--- config.mk ---
export PLATFORM = sky130hd
export DESIGN_NAME = hyperspace_frame_seq_flat
export DESIGN_NICKNAME = d
export VERILOG_FILES = /design/src/rtl/hyperspace_frame_seq_if.sv /design/src/rtl/hyperspace_frame_seq.sv /design/src/flat_wrapper.sv
export SDC_FILE = /design/constraint.sdc
export NUM_CORES = 1
export LEC_CHECK = 0
export ABC_AREA = 1
export CAP_MARGIN = 10
export CELL_PAD_IN_SITES_DETAIL_PLACEMENT = 0
export CELL_PAD_IN_SITES_GLOBAL_PLACEMENT = 2
export CORE_AREA = 2 2 134 136
export CTS_CLUSTER_SIZE = 8
export DETAILED_ROUTE_END_ITERATION = 8
export DIE_AREA = 0 0 136 138
export HOLD_SLACK_MARGIN = 0.08
export PLACE_DENSITY = 0.76
export REMOVE_ABC_BUFFERS = 1
export SETUP_SLACK_MARGIN = 0.3
export SYNTH_ARGS = -nofsm -noshare
export SYNTH_HDL_FRONTEND = slang
export SYNTH_SLANG_ARGS = --single-unit
--- constraint.sdc ---
create_clock -name clock -period 3.1 [get_ports clock]
set_clock_uncertainty 0.05 [all_clocks]
set_input_delay 0.31 -clock clock [delete_from_list [all_inputs] [get_ports clock]]
set_output_delay 0.31 -clock clock [all_outputs]
set_load 0.01 [all_outputs]
--- src/rtl/hyperspace_frame_seq_if.sv ---
// Byte-source, core-input and core-output-monitor signals of the HyperSpace frame sequencer.
// The master modport is the sequencer's view; slave is the surrounding source/core view.
interface hyperspace_frame_seq_if;
    logic       src_valid;
    logic [7:0] src_data;
    logic       src_ready;
    logic       core_in_valid;
    logic [7:0] core_in_data;
    logic       core_in_last;
    logic       core_in_ready;
    logic       core_out_valid;
    logic       core_out_ready;
    logic       core_out_last;

    modport master (
        input  src_valid, src_data, core_in_ready,
        input  core_out_valid, core_out_ready, core_out_last,
        output src_ready, core_in_valid, core_in_data, core_in_last
    );

    modport slave (
        output src_valid, src_data, core_in_ready,
        output core_out_valid, core_out_ready, core_out_last,
        input  src_ready, core_in_valid, core_in_data, core_in_last
    );
endinterface

--- src/rtl/hyperspace_frame_seq.sv ---
// Frame sequencer: admits IN_LEN bytes per frame into the HyperSpace core, waits for OUT_LEN output beats.
// Optional HYPERSPACE_SEQ_PERF_EN adds lat_cycles (first input handshake to final output beat).
module hyperspace_frame_seq #(
    parameter int IN_LEN  = 2048,
    parameter int OUT_LEN = 1536,
    parameter int CNT_W   = 16,
    parameter int TIMEOUT = 65535,
    parameter int TO_W    = 16
) (
    input  logic                     clock,
    input  logic                     RSTB,
    input  logic                     start,
    input  logic                     abort,
    input  logic [7:0]               num_frames,
    hyperspace_frame_seq_if.master   io,
    output logic                     busy,
    output logic                     done,
    output logic [7:0]               frame_cnt,
    output logic                     err_last,
    output logic                     err_timeout
`ifdef HYPERSPACE_SEQ_PERF_EN
    ,
    output logic [23:0]              lat_cycles
`endif
);

    typedef enum logic [1:0] {IDLE, FEED, DRAIN, DONE} state_t;

    localparam logic [CNT_W-1:0] IN_END  = CNT_W'(IN_LEN - 1);
    localparam logic [CNT_W-1:0] OUT_END = CNT_W'(OUT_LEN - 1);
    localparam logic [TO_W-1:0]  TO_END  = TO_W'(TIMEOUT - 1);

    state_t           state;
    logic [CNT_W-1:0] in_cnt;
    logic [CNT_W-1:0] out_cnt;
    logic [TO_W-1:0]  to_cnt;
    logic             out_done;
    logic [7:0]       nf_q;

    logic feeding, draining, in_hs, beat, at_out_end, final_beat;
    logic out_complete, frame_done, last_frame;

    always_comb begin
        feeding      = (state == FEED);
        draining     = (state == DRAIN);
        in_hs        = feeding & io.src_valid & io.core_in_ready;
        beat         = (feeding | draining) & io.core_out_valid & io.core_out_ready;
        at_out_end   = (out_cnt == OUT_END);
        final_beat   = beat & ~out_done & at_out_end;
        out_complete = out_done | final_beat;
        // A frame closes on its last input byte if the output side already finished, else in DRAIN.
        frame_done   = (in_hs & (in_cnt == IN_END) & out_complete) | (draining & out_complete);
        last_frame   = (nf_q != 8'd0) && ((frame_cnt + 8'd1) == nf_q);
    end

    assign io.src_ready     = feeding & io.core_in_ready;
    assign io.core_in_valid = feeding & io.src_valid;
    assign io.core_in_data  = feeding ? io.src_data : 8'd0;
    assign io.core_in_last  = feeding & (in_cnt == IN_END);

    always_ff @(posedge clock) begin
        if (RSTB) begin
            state       <= IDLE;
            in_cnt      <= '0;
            out_cnt     <= '0;
            to_cnt      <= '0;
            out_done    <= 1'b0;
            nf_q        <= 8'd0;
            frame_cnt   <= 8'd0;
            busy        <= 1'b0;
            done        <= 1'b0;
            err_last    <= 1'b0;
            err_timeout <= 1'b0;
        end else if (abort) begin
            state     <= IDLE;
            in_cnt    <= '0;
            out_cnt   <= '0;
            to_cnt    <= '0;
            out_done  <= 1'b0;
            frame_cnt <= 8'd0;
            busy      <= 1'b0;
            done      <= 1'b0;
        end else begin
            // Output beats are tracked in FEED too, since the core may answer before its input ends.
            if (beat) begin
                if (out_done) begin
                    err_last <= 1'b1;
                end else begin
                    if (io.core_out_last != at_out_end)
                        err_last <= 1'b1;
                    if (at_out_end) begin
                        out_cnt  <= '0;
                        out_done <= 1'b1;
                    end else begin
                        out_cnt <= out_cnt + 1'b1;
                    end
                end
            end

            case (state)
                IDLE: begin
                    done <= 1'b0;
                    if (start) begin
                        state       <= FEED;
                        busy        <= 1'b1;
                        nf_q        <= num_frames;
                        frame_cnt   <= 8'd0;
                        err_last    <= 1'b0;
                        err_timeout <= 1'b0;
                        in_cnt      <= '0;
                        out_cnt     <= '0;
                        to_cnt      <= '0;
                        out_done    <= 1'b0;
                    end
                end
                FEED: begin
                    if (in_hs) begin
                        if (in_cnt == IN_END) begin
                            in_cnt <= '0;
                            if (!frame_done) begin
                                state  <= DRAIN;
                                to_cnt <= '0;
                            end
                        end else begin
                            in_cnt <= in_cnt + 1'b1;
                        end
                    end
                end
                DRAIN: begin
                    if (!frame_done) begin
                        if (beat) begin
                            to_cnt <= '0;
                        end else if (to_cnt == TO_END) begin
                            to_cnt      <= '0;
                            err_timeout <= 1'b1;
                            state       <= IDLE;
                            busy        <= 1'b0;
                        end else begin
                            to_cnt <= to_cnt + 1'b1;
                        end
                    end
                end
                DONE: begin
                    done  <= 1'b0;
                    state <= IDLE;
                end
                default: state <= IDLE;
            endcase

            if (frame_done) begin
                frame_cnt <= frame_cnt + 8'd1;
                out_done  <= 1'b0;
                if (last_frame) begin
                    state <= DONE;
                    busy  <= 1'b0;
                    done  <= 1'b1;
                end else begin
                    state <= FEED;
                end
            end
        end
    end

`ifdef HYPERSPACE_SEQ_PERF_EN
    logic [23:0] lat_acc;
    logic [23:0] lat_frz;
    logic [23:0] lat_now;
    logic        lat_run;

    function automatic logic [23:0] sat_inc(input logic [23:0] v);
        return (v == 24'hFF_FFFF) ? v : v + 24'd1;
    endfunction

    assign lat_now = lat_run ? lat_acc : 24'd0;

    // lat_frz holds the latency when the output side finishes before the input side.
    always_ff @(posedge clock) begin
        if (RSTB) begin
            lat_run    <= 1'b0;
            lat_acc    <= 24'd0;
            lat_frz    <= 24'd0;
            lat_cycles <= 24'd0;
        end else if (abort) begin
            lat_run <= 1'b0;
            lat_acc <= 24'd0;
            lat_frz <= 24'd0;
        end else begin
            if (final_beat) begin
                lat_frz <= lat_now;
                lat_run <= 1'b0;
            end else if (in_hs && (in_cnt == '0) && !lat_run) begin
                lat_run <= 1'b1;
                lat_acc <= 24'd1;
            end else if (lat_run) begin
                lat_acc <= sat_inc(lat_acc);
            end
            if (frame_done)
                lat_cycles <= final_beat ? lat_now : lat_frz;
        end
    end
`endif

endmodule

--- src/flat_wrapper.sv ---
// flat-port wrapper written by rule: the top's interface ports become plain ports
module hyperspace_frame_seq_flat 
#(
    parameter int IN_LEN  = 2048,
    parameter int OUT_LEN = 1536,
    parameter int CNT_W   = 16,
    parameter int TIMEOUT = 65535,
    parameter int TO_W    = 16
)
  (clock, RSTB, start, abort, num_frames, busy, done, frame_cnt, err_last, err_timeout, io_src_valid, io_src_data, io_core_in_ready, io_core_out_valid, io_core_out_ready, io_core_out_last, io_src_ready, io_core_in_valid, io_core_in_data, io_core_in_last);
  hyperspace_frame_seq_if io_i ();
  input  logic clock;
  input  logic RSTB;
  input  logic start;
  input  logic abort;
  input  logic [7:0] num_frames;
  output logic busy;
  output logic done;
  output logic [7:0] frame_cnt;
  output logic err_last;
  output logic err_timeout;
  input wire logic [$bits(io_i.src_valid)-1:0] io_src_valid;
  input wire logic [$bits(io_i.src_data)-1:0] io_src_data;
  input wire logic [$bits(io_i.core_in_ready)-1:0] io_core_in_ready;
  input wire logic [$bits(io_i.core_out_valid)-1:0] io_core_out_valid;
  input wire logic [$bits(io_i.core_out_ready)-1:0] io_core_out_ready;
  input wire logic [$bits(io_i.core_out_last)-1:0] io_core_out_last;
  output wire logic [$bits(io_i.src_ready)-1:0] io_src_ready;
  output wire logic [$bits(io_i.core_in_valid)-1:0] io_core_in_valid;
  output wire logic [$bits(io_i.core_in_data)-1:0] io_core_in_data;
  output wire logic [$bits(io_i.core_in_last)-1:0] io_core_in_last;
  assign io_i.src_valid = io_src_valid;
  assign io_i.src_data = io_src_data;
  assign io_i.core_in_ready = io_core_in_ready;
  assign io_i.core_out_valid = io_core_out_valid;
  assign io_i.core_out_ready = io_core_out_ready;
  assign io_i.core_out_last = io_core_out_last;
  assign io_src_ready = io_i.src_ready;
  assign io_core_in_valid = io_i.core_in_valid;
  assign io_core_in_data = io_i.core_in_data;
  assign io_core_in_last = io_i.core_in_last;
  hyperspace_frame_seq #(.IN_LEN(IN_LEN), .OUT_LEN(OUT_LEN), .CNT_W(CNT_W), .TIMEOUT(TIMEOUT), .TO_W(TO_W)) u_core (.clock(clock), .RSTB(RSTB), .start(start), .abort(abort), .num_frames(num_frames), .io(io_i), .busy(busy), .done(done), .frame_cnt(frame_cnt), .err_last(err_last), .err_timeout(err_timeout));
endmodule
* Word level (Yosys, flattened, before mapping)
Index checks and enable logic that the tools add are counted.
** Word-level totals
- Register bits after elaboration :: 71
- Output and inout port bits :: 23
- Logic and storage cells :: 121
** Operators by class
- Add/sub/neg operators :: 4
- Equality and inequality tests :: 20
- Multiplexer cells :: 53
- Bitwise gates (word level) :: 16
- Reduce and logical (&&, ||, !) cells :: 17
** Operator list (count)
- $mux W16 :: 14
- $add A16 B1 Y16 const B :: 3
- $pmux W16 S3 :: 1
- $eq A16 B11 Y1 const B :: 2
- $mux W8 :: 4
- $pmux W16 S2 :: 1
- $mux W1 :: 23
- $eq A16 B16 Y1 const B :: 1
- $mux W2 :: 7
- $ne A2 B2 Y1 const B :: 7
- $ne A3 B3 Y1 const B :: 4
- $reduce_and A6 Y1 :: 2
- $and A1 B1 Y1 :: 11
- $add A8 B1 Y8 const B :: 1
- $eq A8 B8 Y1 :: 1
- $pmux W2 S4 :: 1
- $reduce_bool A2 Y1 :: 4
- $reduce_bool A8 Y1 :: 1
- $reduce_and A3 Y1 :: 2
- $reduce_and A5 Y1 :: 1
- $eq A2 B2 Y1 const B :: 2
- $pmux W1 S2 :: 2
- $reduce_or A2 Y1 :: 2
- $ne A3 B2 Y1 const B :: 1
- 9 further kinds :: 12

* Logic depth before layout (Yosys ltp)
- Depth in word-level cells :: 13
- Depth in mapped cells :: 13

* Worst setup path before layout
Ideal clock, no wire load.
- Kind :: reg-to-reg
- Start point :: register u_core.state[0]
- End point :: register u_core.to_cnt[3]
- Library setup time :: 0.115 ns
- Arrival time :: 1.709 ns
- Path slack :: 1.226 ns
- Stages on the path, launching flop included :: 11
- Cells stage by stage :: dfxtp_1 -> inv_1 -> ha_1 -> nand3_1 -> nor2_2 -> nand3_2 -> nand2_1 -> nand3_2 -> buf_2 -> a21oi_1 -> nor2_1
** Between the ends
- Longest elaborated chain between the ends :: 11
** RTL lines
- start: declaration :: RTL line hyperspace_frame_seq.sv:33 : state_t state;
- start signal: assignment :: RTL line hyperspace_frame_seq.sv:63 : state <= IDLE;
- start signal: assignment :: RTL line hyperspace_frame_seq.sv:75 : state <= IDLE;
- start signal: assignment :: RTL line hyperspace_frame_seq.sv:104 : state <= FEED;
- $eq A2 B1 Y1 / $eq A2 B2 Y1 (equally long branches) :: RTL line hyperspace_frame_seq.sv:44, hyperspace_frame_seq.sv:100, hyperspace_frame_seq.sv:45
- $or A1 B1 Y1 :: RTL line hyperspace_frame_seq.sv:47 : beat = (feeding | draining) & io.core_out_valid & io.core_out_ready;
- $and A1 B1 Y1 (2 in series) :: RTL line hyperspace_frame_seq.sv:47
- $and A1 B1 Y1 (2 in series) :: RTL line hyperspace_frame_seq.sv:49 : final_beat = beat & ~out_done & at_out_end;
- $or A1 B1 Y1 :: RTL line hyperspace_frame_seq.sv:50 : out_complete = out_done | final_beat;
- $and A1 B1 Y1 :: RTL line hyperspace_frame_seq.sv:52 : frame_done = (in_hs & (in_cnt == IN_END) & out_complete) | (draining & out_complete);
- $or A1 B1 Y1 :: RTL line hyperspace_frame_seq.sv:52
- $ne A2 B2 Y1 (no line)
- $reduce_and A6 Y1 (no line)
- end signal: assignment :: RTL line hyperspace_frame_seq.sv:139 : to_cnt <= to_cnt + 1'b1;
- end: declaration :: RTL line hyperspace_frame_seq.sv:36 : logic [TO_W-1:0] to_cnt;
Parallel ways exist; a longest one is shown, timed or not. The select of a mux whose other input is x is not followed.
A chain may end at the register's enable or synchronous reset.

* Worst setup path after layout
- Start point :: register u_core.state[0]
- End point :: register u_core.to_cnt[7]
Same word-level chain as after synthesis.

==> qor.csv <==
stage;metric;value;unit
timing;slew_headroom;61.08;%
synth;yosysWarnings;0;
floorplanning;pin_count;48;
synth;ys_seq_area_share;33.43;%
cts;cts_tree;yes;
cts;cts.clk_slew.worst_paths;0.06;ns
power;switching_share;27.20;%
global_routing;gr-usage-all-layers;12.93;%
synth;yosys-top-cells-area;dfxtp_1 (33%), nand2_1 (16%), nor2_1 (8.7%);
floorplanning;initial_utilization;24.25;%
cts;root_buffer;clkbuf_16;
timing;period_share;82.57;%
route;drt_iter0_markers;241;
synth;synth-edff-count;0;
power;peakVddDrop;0.0001879;V
timing;rsz0062_at_grt;no;
power;power_frac_comb;14.4;%
global_routing;grt_pass1_vias;4065;
place;dp_hpwl;9.084;mm
timing;slew_viol_final;0;
global_routing;grt_overflow_total;0;
synth;synth_area;0.004252;mm^2
route;via_per_inst;4.467;
route;routed_wl;11.83;mm
power;clock_power_share;42.3;%
synth;synth-seq-cells;71;
cts;htree_levels;3;
critical_path;critical_path_class;reg -> reg;
cts;cts_max_path_buffers;2;
global_routing;grt_pass1_wl;19.55;mm
layout;n_antenna_cell;0;
floorplanning;fp.dieArea;0.01877;mm^2
place;port_buffers;47;
floorplanning;rows;49;
synth;async_flop_share;0;%
synth;synth_top_area_share;33.43;%
power;p_leak;2.042;nW
critical_path;arrival;2.76;ns
layout;synthToLayoutAreaGrowth;23.13;%
route;avgRoutedWirePerCell;12.27;um
synth;avgSynthCellArea;6.207;um^2
timing;setup_viol_count_final;0;
power;switching_power;599.9;uW
floorplanning;die-width;136;um
place;place_congestion;0.7964;
job;maxCapViolations;0;
route;drc;0;
cts;cts_sinks;71;
cts;numCtsBuffers;9;
route;vias;4306;
route;drt_pass1_iterations;4;
synth;synth-main-ff-cell;dfxtp_1;
timing;fmax;390.7;MHz
power;p_int;1.606;mW
critical_path;critPathMaxFanout;23;
power;seqPwrFrac;43.4;%
layout;drive_above_1_share;5.034;%
power;power;2.206;mW
synth;syn_inst;685;
critical_path;r2r_setup_slack;0.54;ns
synth;ys_types;35;
route;final_antenna_net_count;0;
cts;worstSkewPairLatency;0.34;ns
critical_path;worstSetupEndpointType;register;
critical_path;critPathLaunchType;register;
global_routing;grt_start_max_net_pins;24;
timing;hold_violations;0;
status;outcome;finished clean;
timing;worst_pin_slew;0.5802;ns
synth;yosysTopAreaCell;dfxtp_1;
hold_path;hold_path_class;reg -> reg;
layout;layout.nets;768;
timing;tns;0;ns
global_routing;antenna_found_initial;0;
timing;min_period;2.560;ns
power;cellPowerDensity;421.3;mW/mm^2
floorplanning;fp.dieH;138;um
critical_path;crit_required;3.30;ns
floorplanning;core_area;0.01753;mm^2
## layer usage
layer | wire [um] | share of wire [%] | vias to the layer above | GRT usage (%)
li1 | - | - | 2298 | -
met1 | 5650 | 48 | 1959 | 16.67
met2 | 5796 | 49 | 37 | 21.45
met3 | 243 | 2.1 | 12 | 1.944
met4 | 141 | 1.2 | 0 | 5.318
met5 | 0 | 0 | - | 0
## worst max-delay path, cell delays in order, from the launching register on
cell	delay (ns)
dfxtp_1	0.39
inv_1	0.10
ha_1	0.35
nand3_1	0.17
nor2_2	0.32
nand3_2	0.15
a21oi_2	0.23
nor2_4	0.14
nand2_1	0.33
nand2_1	0.09
a21oi_1	0.14
## timing repair
item	CTS	global route
buffers inserted	0	0
hold buffers	0	0
endpoints found under the setup margin	11	0
resized for setup	1	0
## layout make-up
class / count / area, um^2
sequential: 71 / 1421
tap: 229 / 286.5
inverter: 90 / 337.8
clock inverter: 1 / 7.507
timing repair buffer: 54 / 523.0
multi-input combinational: 507 / 2412
clock buffer: 12 / 246.5
fill: 1976 / 12300
## final timing paths
check,start,to,cells past startpoint
worst max-delay path,u_core.state[0],u_core.to_cnt[7],10
worst min-delay path,u_core.done,u_core.done,2
worst max register to register,u_core.state[0],u_core.to_cnt[7],10
worst min register to register,u_core.done,u_core.done,2
## Yosys cell counts (2+ instances only)
library cell  number
nand4_1           18
a221oi_1           3
nand3b_1           2
buf_2              8
nor2_1            99
o21ai_1            2
ha_1              10
dfxtp_1           71
a21oi_1           51
o21ai_0           23
clkbuf_1           7
or2_2              2
a211oi_1           3
nand3_2            2
nand2_1          183
nor3_1            13
inv_2              3
a22oi_1            2
xor2_1             8
nor2_2             6
inv_1             86
nand2_2            3
xnor2_1            3
nand3_1           66
## per-stage QoR
stage	area (um^2)	util [%]	worst slack [ns]	hold WS, ns	instances
3_5_place_dp	4976	28.38	0.1721	0.4105	951
5_1_grt	5235	29.86	0.3274	0.4499	964
2_1_floorplan	4167	-	0.6877	0.3393	668
6_report	5235	29.86	0.5404	0.4146	964
4_1_cts	5235	29.86	0.5070	0.4228	964
3_3_place_gp	4976	28.38	0.1893	0.4135	951
## cells by family (layout without fill, tap and decap cells)
kind of cell               count (synthesis)  after routing  synth area share [%]
buffers and inverters                    107            157                 9.947
DFF                                       71             71                 33.43
adders and majority gates                 10             10                 2.943
AOI/OAI and AO/OA                         89             89                 11.36
xor gates and xnor gates                  11             11                 2.266
and+or+nand+nor                          397            397                 40.05
## state kept, by name, summed over array words and instances (netlist names)
register / cells
u_core.frame_cnt: 8
u_core.err_timeout: 1
u_core.busy: 1
u_core.in_cnt: 16
u_core.done: 1
u_core.out_cnt: 16
u_core.to_cnt: 16
u_core.state: 2
u_core.err_last: 1
u_core.out_done: 1
u_core.nf_q: 8
## power groups by stage
stage          clock, mW  sequential [mW]  combinational (mW)
3_3_place_gp           0            0.976               0.318
2_1_floorplan          0            0.972               0.192
4_1_cts            0.969            0.957               0.322
5_1_grt            0.999            0.960               0.357
6_report           0.932            0.957               0.317
3_5_place_dp           0            0.977               0.319
## cell usage in the layout, fill, tap and decap left out, types with 5 or more instances in the layout
master,n
a21oi_1,51
buf_4,7
clkbuf_16,9
clkdlybuf4s50_1,47
dfxtp_1,71
ha_1,10
inv_1,86
nand2_1,183
nand3_1,66
nand4_1,18
nor2_1,99
nor2_2,5
nor3_1,13
o21ai_0,23
xor2_1,8
No activity file was read; power rests on OpenSTA's default activity.
